--- config.mk ---
export PLATFORM = sky130hd
export DESIGN_NAME = inst_fetch_queue
export DESIGN_NICKNAME = d
export VERILOG_FILES = /design/src/rtl/inst_fetch_queue.sv
export SDC_FILE = /design/constraint.sdc
export NUM_CORES = 1
export LEC_CHECK = 0
export ABC_CLOCK_PERIOD_IN_PS = 3500
export CAP_MARGIN = 40
export CORE_AREA = 2 2 173 175
export CTS_CLUSTER_SIZE = 30
export DETAILED_ROUTE_END_ITERATION = 12
export DIE_AREA = 0 0 175 177
export SLEW_MARGIN = 20
export SYNTH_ARGS = -nofsm -noshare
export SYNTH_HDL_FRONTEND = slang
export SYNTH_SLANG_ARGS = --single-unit
--- constraint.sdc ---
create_clock -name Clock -period 3.5 [get_ports Clock]
set_clock_uncertainty 0.05 [all_clocks]
set_input_delay 0.35 -clock Clock [delete_from_list [all_inputs] [get_ports Clock]]
set_output_delay 0.35 -clock Clock [all_outputs]
set_load 0.02 [all_outputs]
--- src/rtl/inst_fetch_queue.sv ---
`timescale 1ns/1ps
`default_nettype none
// ============================================================================
// Module      : inst_fetch_queue
// Description : Instruction fetch unit. It reads a combinational ROM and
//               buffers {pc, word} pairs in a FIFO. A redirect flushes the
//               FIFO and restarts fetching at a new PC.
//               Optional macro FETCH_STAT_EN adds the stat_empty counter.
// Revision    : 1.0 - initial release
// ============================================================================
module inst_fetch_queue #(
   parameter int                DATA_W   = 32,
   parameter int                ADDR_W   = 32,
   parameter int                DEPTH    = 4,
   parameter logic [ADDR_W-1:0] RESET_PC = '0,
   parameter int                PC_STEP  = 4
) (
   input  logic                  Clock,
   input  logic                  Reset,
   input  logic                  fetch_en,
   input  logic                  redirect,
   input  logic [ADDR_W-1:0]     redirect_pc,
   output logic [ADDR_W-1:0]     rom_addr,
   input  logic [DATA_W-1:0]     rom_data,
   output logic [DATA_W-1:0]     Instruction,
   output logic [ADDR_W-1:0]     inst_pc,
   output logic                  inst_valid,
   input  logic                  inst_ready,
   output logic [$clog2(DEPTH):0] count
`ifdef FETCH_STAT_EN
   ,
   output logic [31:0]           stat_empty
`endif
);

   localparam int                PTR_W    = $clog2(DEPTH);
   localparam int                CNT_W    = PTR_W + 1;
   localparam logic [CNT_W-1:0]  FULL_CNT = CNT_W'(DEPTH);

   logic [DATA_W-1:0] data_q [DEPTH];
   logic [ADDR_W-1:0] pc_q   [DEPTH];

   logic [PTR_W-1:0]  head_q, head_d;
   logic [PTR_W-1:0]  tail_q, tail_d;
   logic [CNT_W-1:0]  count_q, count_d;
   logic [ADDR_W-1:0] fetch_pc_q, fetch_pc_d;

   logic push;
   logic pop;

   assign inst_valid  = (count_q != '0);
   assign pop         = inst_valid & inst_ready;
   // A full queue still accepts a word when the head leaves in the same cycle.
   assign push        = fetch_en & ~redirect & ((count_q != FULL_CNT) | pop);

   assign rom_addr    = fetch_pc_q;
   assign count       = count_q;
   assign Instruction = data_q[head_q];
   assign inst_pc     = pc_q[head_q];

   always_comb begin
      head_d     = head_q;
      tail_d     = tail_q;
      count_d    = count_q;
      fetch_pc_d = fetch_pc_q;
      if (redirect) begin
         head_d     = '0;
         tail_d     = '0;
         count_d    = '0;
         fetch_pc_d = redirect_pc;
      end else begin
         if (push) begin
            tail_d     = tail_q + PTR_W'(1);
            fetch_pc_d = fetch_pc_q + ADDR_W'(PC_STEP);
         end
         if (pop) begin
            head_d = head_q + PTR_W'(1);
         end
         if (push && !pop) begin
            count_d = count_q + CNT_W'(1);
         end else if (pop && !push) begin
            count_d = count_q - CNT_W'(1);
         end
      end
   end

   always_ff @(posedge Clock or posedge Reset) begin
      if (Reset) begin
         head_q     <= '0;
         tail_q     <= '0;
         count_q    <= '0;
         fetch_pc_q <= RESET_PC;
      end else begin
         head_q     <= head_d;
         tail_q     <= tail_d;
         count_q    <= count_d;
         fetch_pc_q <= fetch_pc_d;
      end
   end

   // Payload storage carries no reset; the occupancy count alone marks it valid.
   always_ff @(posedge Clock) begin
      if (push) begin
         data_q[tail_q] <= rom_data;
         pc_q[tail_q]   <= fetch_pc_q;
      end
   end

`ifdef FETCH_STAT_EN
   logic [31:0] stat_q;

   always_ff @(posedge Clock or posedge Reset) begin
      if (Reset) begin
         stat_q <= '0;
      end else if (!inst_valid && (stat_q != 32'hFFFF_FFFF)) begin
         stat_q <= stat_q + 32'd1;
      end
   end

   assign stat_empty = stat_q;
`endif

endmodule
`default_nettype wire

## Word-level counts from Yosys, hierarchy flattened

Memory sizes are Yosys's and may differ from the RTL's.
Index checks and enable logic that the tools add are counted.

- Equal/unequal tests: 1
- Reduce and logical (&&, ||, !) cells: 8
- Add/sub/neg operators: 5
- Mux-type cells: 11
- Bitwise operators: 5

Operators with widths:

| kind | number |
|---|---|
| $mux 32 | 2 |
| $add 32x3->32 const B | 1 |
| $mux 3 | 3 |
| $mux 2 | 4 |
| $reduce_bool 3->1 | 2 |
| $add 2x1->2 const B | 2 |
| $reduce_bool 2->1 | 2 |
| $add 3x1->3 const B | 1 |
| $and 1x1->1 | 3 |
| $ne 3x3->1 const B | 1 |
| $sub 3x1->3 const B | 1 |
| $logic_and 1x1->1 | 2 |
| $logic_not 1->1 | 2 |
| $mux 1 | 2 |
| $not 1->1 | 1 |
| $or 1x1->1 | 1 |

- Bits in writable memories: 256
- Output and inout bits: 100
- Memories kept: 2
- Bits in registers: 39

Memories:

| memory | words | width | read ports | clocked after Yosys merged registers in | wr ports | line | text |
|---|---|---|---|---|---|---|---|
| data_q | 4 | 32 | 1 | 0 | 1 | 40 | `logic [DATA_W-1:0] data_q [DEPTH];` |
| pc_q | 4 | 32 | 1 | 0 | 1 | 41 | `logic [ADDR_W-1:0] pc_q [DEPTH];` |

## Longest topological paths before layout

Gate-level depths: netlist of the first run.

- Word-level depth: 9
- Gate-level depth with buffers: 9
- Gate-level depth less buffers: 7

## Worst setup path after synthesis of the first run

OpenSTA, ideal clock, no wires.

- Path type: register -> register
- From: register count_q[0] (netlist: count[0])
- To: memory data_q[0][0], enable pin
- Path buffers: 2
- Clock period less this slack: 3250 ps
- Arrival: 2771 ps
- Stages on the path, launching flop included: 7
- Data required time: 3021 ps
- Slack: 250 ps
- Cells stage by stage: dfrtp_1 or4b_1 clkbuf_2 nand2_1 buf_2 nor2_1 and2_1

- Longest elaborated chain between the ends: 6
- Elaborated cells on any way between the ends: 7

Ends and longest elaborated chain:

| what | line | text |
|---|---|---|
| from (decl) | 45 | `logic [CNT_W-1:0] count_q, count_d;` |
| from (signal assigned) | 96 | `count_q <= count_d;` |
| $reduce_bool 3->1 | 51 | `assign inst_valid = (count_q != '0);` |
| $and 1x1->1 | 52 | `assign pop = inst_valid & inst_ready;` |
| $or 1x1->1 * | 54 | `assign push = fetch_en & ~redirect & ((count_q != FULL_CNT) \| pop);` |
| $and 1x1->1 * | 54 |  |
| $mux 1 * | 103 | `if (push) begin` |
| $mux 1 (not written as such) * | 104 | `data_q[tail_q] <= rom_data;` |
| to (decl) | 40 |  |

Every way passes the cells marked *; elsewhere a longest branch is shown, timed or not.

## Worst setup path in the final report of the first run

- From: register head_q[0]
- To: output inst_pc[6]

- Longest elaborated chain between the ends: 1

Ends and longest elaborated chain:

| what | line | text |
|---|---|---|
| from (decl) | 43 | `logic [PTR_W-1:0] head_q, head_d;` |
| from (signal assigned) | 89 | `head_q <= '0;` |
| from (signal assigned) | 94 | `head_q <= head_d;` |
| $mem_v2 4x32 | n/a |  |
| to (decl) | 26 | `output logic [ADDR_W-1:0] inst_pc,` |

No other way between the ends.

==> results of run 1 <==
==> logic make-up (layout without fill, tap and decap cells) <==
logic type / after synthesis / in the layout / synth area share, %
buffers and inverters: 39 / 251 / 1.40
AOI/OAI and AO/OA: 54 / 54 / 3.22
DFF: 295 / 295 / 75.0
xor gates and xnor gates: 9 / 9 / 0.683
adders and majority gates: 6 / 6 / 0.715
muxes: 67 / 67 / 12.8
and+or+nand+nor: 131 / 131 / 6.19
==> worst max-delay path by stage <==
stage / start / endpoint / slack (ps)
4_1_cts: head_q[0]$_DFFE_PP0P_ / inst_pc[6] / 370
5_1_grt: head_q[0]$_DFFE_PP0P_ / Instruction[0] / 310
6_report: head_q[0]$_DFFE_PP0P_ / inst_pc[6] / 440
2_1_floorplan: count[0]$_DFFE_PP0P_ / data_q[0][0]$_DFFE_PP_ / 250
3_5_place_dp: inst_ready / count[2]$_DFFE_PP0P_ / 450
3_3_place_gp: inst_ready / count[2]$_DFFE_PP0P_ / 520
==> sequential cells by signal, indices dropped and copies added (netlist names) <==
| register | flops |
|---|---|
| pc_q | 128 |
| head_q | 2 |
| tail_q | 2 |
| rom_addr | 32 |
| count | 3 |
| data_q | 128 |
==> routing by layer <==
layer | up-vias | routed length [um] | track usage (%)
met3 | 29 | 1660 | 3.11
li1 | 2855 | - | -
met5 | - | 0 | 0
met4 | 0 | 357 | 3.78
met2 | 267 | 12300 | 27.2
met1 | 3333 | 11400 | 23.6
==> worst max-delay path, stage by stage (launching register included) <==
cell	delay, ps
dfrtp_4	640
buf_12	270
mux4_2	610
clkdlybuf4s50_1	570
==> power by group <==
group          internal, mW  switching (mW)  total [mW]
Sequential             4.02           0.201        4.22
Clock                  1.93            1.26        3.19
Combinational         0.906           0.846        1.75
Total                  6.86            2.31        9.17
==> cells in the final DEF (no fill, tap or decap), types with 6 or more instances in the layout <==
cell / instances
buf_4: 7
clkbuf_8: 12
o211ai_1: 6
o31ai_1: 13
edfxtp_1: 256
inv_1: 9
clkdlybuf4s50_1: 168
nand3_1: 19
o21ai_0: 10
clkbuf_16: 31
mux4_2: 64
a31oi_1: 13
nor3_1: 7
nand2_1: 30
dfrtp_1: 37
nand4_1: 9
or4_1: 22
nor2_1: 20
==> per-stage QoR <==
| stage | setup WS [ps] | utilization (%) |
|---|---|---|
| after floorplan | 250 | - |
| after global placement | 524 | 46.9 |
| after CTS | 372 | 50.9 |
| after global routing | 313 | 50.9 |
| final | 443 | 50.9 |
| after detailed placement | 451 | 47.4 |
==> cell type report <==
| cell class | count | area (sq um) | share of cell area [%] |
|---|---|---|---|
| timing repair buffer | 184 | 1930 | 13.0 |
| sequential | 295 | 8670 | 58.2 |
| clock buffer | 46 | 952 | 6.40 |
| inverter | 11 | 41.3 | 0.277 |
| clock inverter | 10 | 73.8 | 0.496 |
| multi-input combinational | 267 | 2730 | 18.3 |
| tap | 390 | 488 | 3.28 |
==> results.cfg, run 1 <==
[global_routing]
grt_max_degree = 43
grt_pass1_vias = 6837
antenna_found_initial = 0
grt_pass1_wl_um = 39600
grt.total_usage_pct = 16.7
grt.overflow.total = 0

[layout]
area_growth_pct = 28.9
stdcell_area_sq_mm = 0.0149
final_cells = 1203
fin_nets = 864
antenna_cells = 0
drive_above_1_share_pct = 17.5
fillers = 2361

[worst_setup_path]
endpoint_kind = primary output
setup.worst_path.start_class = flop
worstPathArrival_ps = 2660
r2r_end = count[2]$_DFFE_PP0P_
r2r-start = count[0]$_DFFE_PP0P_
r2r_slack_ps = 710
crit_path_max_fanout = 24
worstPathRequired_ps = 3100
reg2reg_depth = 7
critPathKind = reg2out

[yosys]
netlist_instances = 601
syn_area_sq_mm = 0.0115
synth_area_per_cell_sq_um = 19.2
ys_seq_area_share_pct = 75.0
ys_ff_latch = 295
ys_top_cells_by_count = edfxtp_1, mux4_2, dfrtp_1, nand2_1, or4_1
async_flop_share_pct = 13.2
yosys.cell_types.count = 47
synth_warnings = 0
yosysTopAreaCell = edfxtp_1
synth_area_leaders = edfxtp_1, mux4_2, dfrtp_1, or4_1, nand2_1
ys.flop_type = edfxtp_1
synth_edf_count = 256
synth_most_common_cell = edfxtp_1
synth_top_area_share_pct = 66.6
synth_nets = 676

[routing]
vias = 6484
first_iter_violations = 686
vias_per_cell = 5.39
ant_nets = 0
detail_route.wl_per_cell_um = 21.4
drc = 0
routed_wirelength_um = 25700
dr.pass1.iters = 8

[clocking]
cts_resized = 0
clk_latency_ps = 540
cts_hold_buf = 1
htree_levels = 1
cts_tree = yes
cts_buffers = 30
cts_buffer_depth = 3
cts_root_buffer = clkbuf_16
clk_pin_slew_ps = 60
clock-sinks = 295
post_cts_buffers = 0

[power_and_ir_drop]
power_density_mw_per_mm2 = 616
p_total_mw = 9.17
vdd_drop_max_uv = 423
p_leak_nw = 4.83

[placed_design]
dp_cells = 1146
hpwl_um = 16500
place.gp.congestion = 0.902
io_buffers = 168
dpl_cell_area_sq_mm = 0.0139

[timing]
max_freq_mhz = 327
tightest_slew_ps = 743
slew-limit-headroom_pct = 50.1
setup_tns_ps = 0
report.final.slew_viol_count = 0
rsz0062_at_grt = no
setup_viol = 0
finalCritPeriodShare_pct = 87.3
period_needed_ps = 3060
whs_ps = 324
finalHoldViolations = 0

[die]
die_h_um = 177
io_pins = 169
rows = 63
start_util_pct = 39.5
core_area_sq_mm = 0.0292
die_x_um = 175
die_area_sq_mm = 0.0310

[hold_path]
hold_path.class = in2reg
hold_depth = 3
worstHoldStart = redirect_pc[23]
hold_end = rom_addr[23]$_DFFE_PP0N_

[run_status]
outcome = complete, no violations

[flow_run]
cap_violations = 0
(Power assumes the default switching activity.)
==> run 2, diff against run 1 <==
--- a/config.mk
+++ b/config.mk
@@ -11,6 +11,7 @@
 export CTS_CLUSTER_SIZE = 30
 export DETAILED_ROUTE_END_ITERATION = 12
 export DIE_AREA = 0 0 175 177
+export GPL_TIMING_DRIVEN = 1
 export SLEW_MARGIN = 20
 export SYNTH_ARGS = -nofsm -noshare
 export SYNTH_HDL_FRONTEND = slang
==> results of run 2 <==
Same layout as run 1: the final DEF is identical, and so are final timing and power.
==> run 3, diff against run 2 <==
--- a/config.mk
+++ b/config.mk
@@ -6,11 +6,12 @@
 export NUM_CORES = 1
 export LEC_CHECK = 0
 export ABC_CLOCK_PERIOD_IN_PS = 3500
-export CAP_MARGIN = 40
+export CAP_MARGIN = 20
 export CORE_AREA = 2 2 173 175
 export CTS_CLUSTER_SIZE = 30
 export DETAILED_ROUTE_END_ITERATION = 12
 export DIE_AREA = 0 0 175 177
+export DONT_BUFFER_PORTS = 1
 export GPL_TIMING_DRIVEN = 1
 export SLEW_MARGIN = 20
 export SYNTH_ARGS = -nofsm -noshare
==> run 3 against run 2 <==
Critical path depth rose by 4. Register-to-register slack worse by 90 ps. Total power fell by 5.4%. Worst hold slack lost 300 ps. Via count decreased by 4.8%. Combinational power decreased by 33%.
==> results.cfg, run 3 (same netlist as run 1, synthesis figures left out) <==
[run_status]
outcome = complete, no violations

[global_routing]
grt_max_degree = 66
grt.overflow.total = 0
antenna_found_initial = 0
grt_pass1_wl_um = 39700
grt_pass1_vias = 6550
grt.total_usage_pct = 16.8

[die]
die_x_um = 175
core_area_sq_mm = 0.0292
io_pins = 169
rows = 63
die_h_um = 177
die_area_sq_mm = 0.0310
start_util_pct = 39.5

[layout]
final_cell_mix = edfxtp_1, dlygate4sd3_1, mux4_2
fin_nets = 761
antenna_cells = 0
area_growth_pct = 19.3
final_cells = 1101
layout_commonest_cell = edfxtp_1
drive_above_1_share_pct = 19.5

[clocking]
cts_root_buffer = clkbuf_16
cts_resized = 0
cts_hold_buf = 66
clk_pin_slew_ps = 60
clock-sinks = 295
post_cts_buffers = 0
cts_tree = yes
cts_buffers = 31
cts_buffer_depth = 3
clk_latency_ps = 540
htree_levels = 1

[routing]
ant_nets = 0
dr.pass1.iters = 5
drc = 0
routed_wirelength_um = 25900
detail_route.wl_per_cell_um = 23.5
vias_per_cell = 5.61
first_iter_violations = 428
vias = 6174

[worst_setup_path]
setup.worst_path.start_class = flop
worstPathRequired_ps = 3920
worstPathArrival_ps = 3310
critPathKind = reg2reg
r2r_slack_ps = 620
crit_path_max_fanout = 8
endpoint_kind = flop

[timing]
period_needed_ps = 2880
finalCritPeriodShare_pct = 82.4
setup_viol = 0
slew-limit-headroom_pct = 33.4
tightest_slew_ps = 998
max_freq_mhz = 347
rsz0062_at_grt = no
setup_tns_ps = 0
finalHoldViolations = 0
worst_slack_ps = 616
report.final.slew_viol_count = 0

[power_and_ir_drop]
p_leak_nw = 4.41
power_density_mw_per_mm2 = 629
vdd_drop_max_uv = 387

[placed_design]
place.gp.congestion = 0.798
io_buffers = 0
post-place-ws_ps = 661
hpwl_um = 16000
dp_cells = 977

[flow_run]
cap_violations = 0

[hold_path]
hold_path.class = in2reg
==> run 3: cell types whose count changed in the layout (fill, tap and decap cells not counted), sizes merged <==
cell / previous run / this run
inv: 9 / 11
clkinv: 10 / 13
clkbuf: 46 / 42
clkdlybuf4s50: 168 / 0
bufinv: 1 / 2
dlygate4sd3: 1 / 65
==> run 3: area by class of cell <==
class,instances,area [sq um]
fill,2432,15500
sequential,295,8670
multi-input combinational,267,2730
clock buffer,42,858
timing repair buffer,80,838
tap,390,488
clock inverter,16,144
inverter,11,41.3
==> run 3: worst paths after layout <==
check                                      endpoint  depth (start not counted)                  start
max in group asynchronous     head_q[0]$_DFFE_PP0P_                          3                  Reset
setup / recovery               count[2]$_DFFE_PP0P_                          7   count[0]$_DFFE_PP0P_
hold / removal             rom_addr[31]$_DFFE_PP0N_                          3               redirect
min in group asynchronous  rom_addr[26]$_DFFE_PP0N_                          3                  Reset
setup reg to reg               count[2]$_DFFE_PP0P_                          7   count[0]$_DFFE_PP0P_
hold reg to reg               tail_q[1]$_DFFE_PP0N_                          2  tail_q[1]$_DFFE_PP0N_
==> run 3: critical path, cell delays in order (launching register included) <==
cell and delay [ps]:
dfrtp_1 520, or4b_1 720, nand2_1 150, nor3_1 70
fa_1 410, or4_1 550, a21o_1 200, a21oi_1 130
==> run 3: metal layers <==
layer / routed length (um) / GRT usage [%]
met1: 10500 / 21.5
met2: 12700 / 28.2
met3: 2050 / 5.00
met4: 589 / 4.55
met5: 0 / 0
==> run 3: metrics by stage <==
stage | cell area, sq um | utilization (%) | total power [mW] | hold WS (ps)
floorplan | 11500 | - | 5.20 | 399
global placement | 12100 | 41.4 | 5.48 | 346
detailed placement | 12100 | 41.4 | 5.51 | 358
CTS | 13800 | 47.1 | 8.79 | 4.26
global route | 13800 | 47.1 | 9.01 | 33.7
finish | 13800 | 47.1 | 8.67 | 22.7
==> run 3: report_power, final <==
| part | switching, mW | internal, mW | total (mW) | leakage (nW) |
|---|---|---|---|---|
| Sequential | 0.303 | 4.02 | 4.32 | 2.79 |
| Clock | 1.31 | 1.87 | 3.17 | 0.492 |
| Combinational | 0.678 | 0.495 | 1.17 | 1.13 |
| Total | 2.29 | 6.38 | 8.67 | 4.41 |
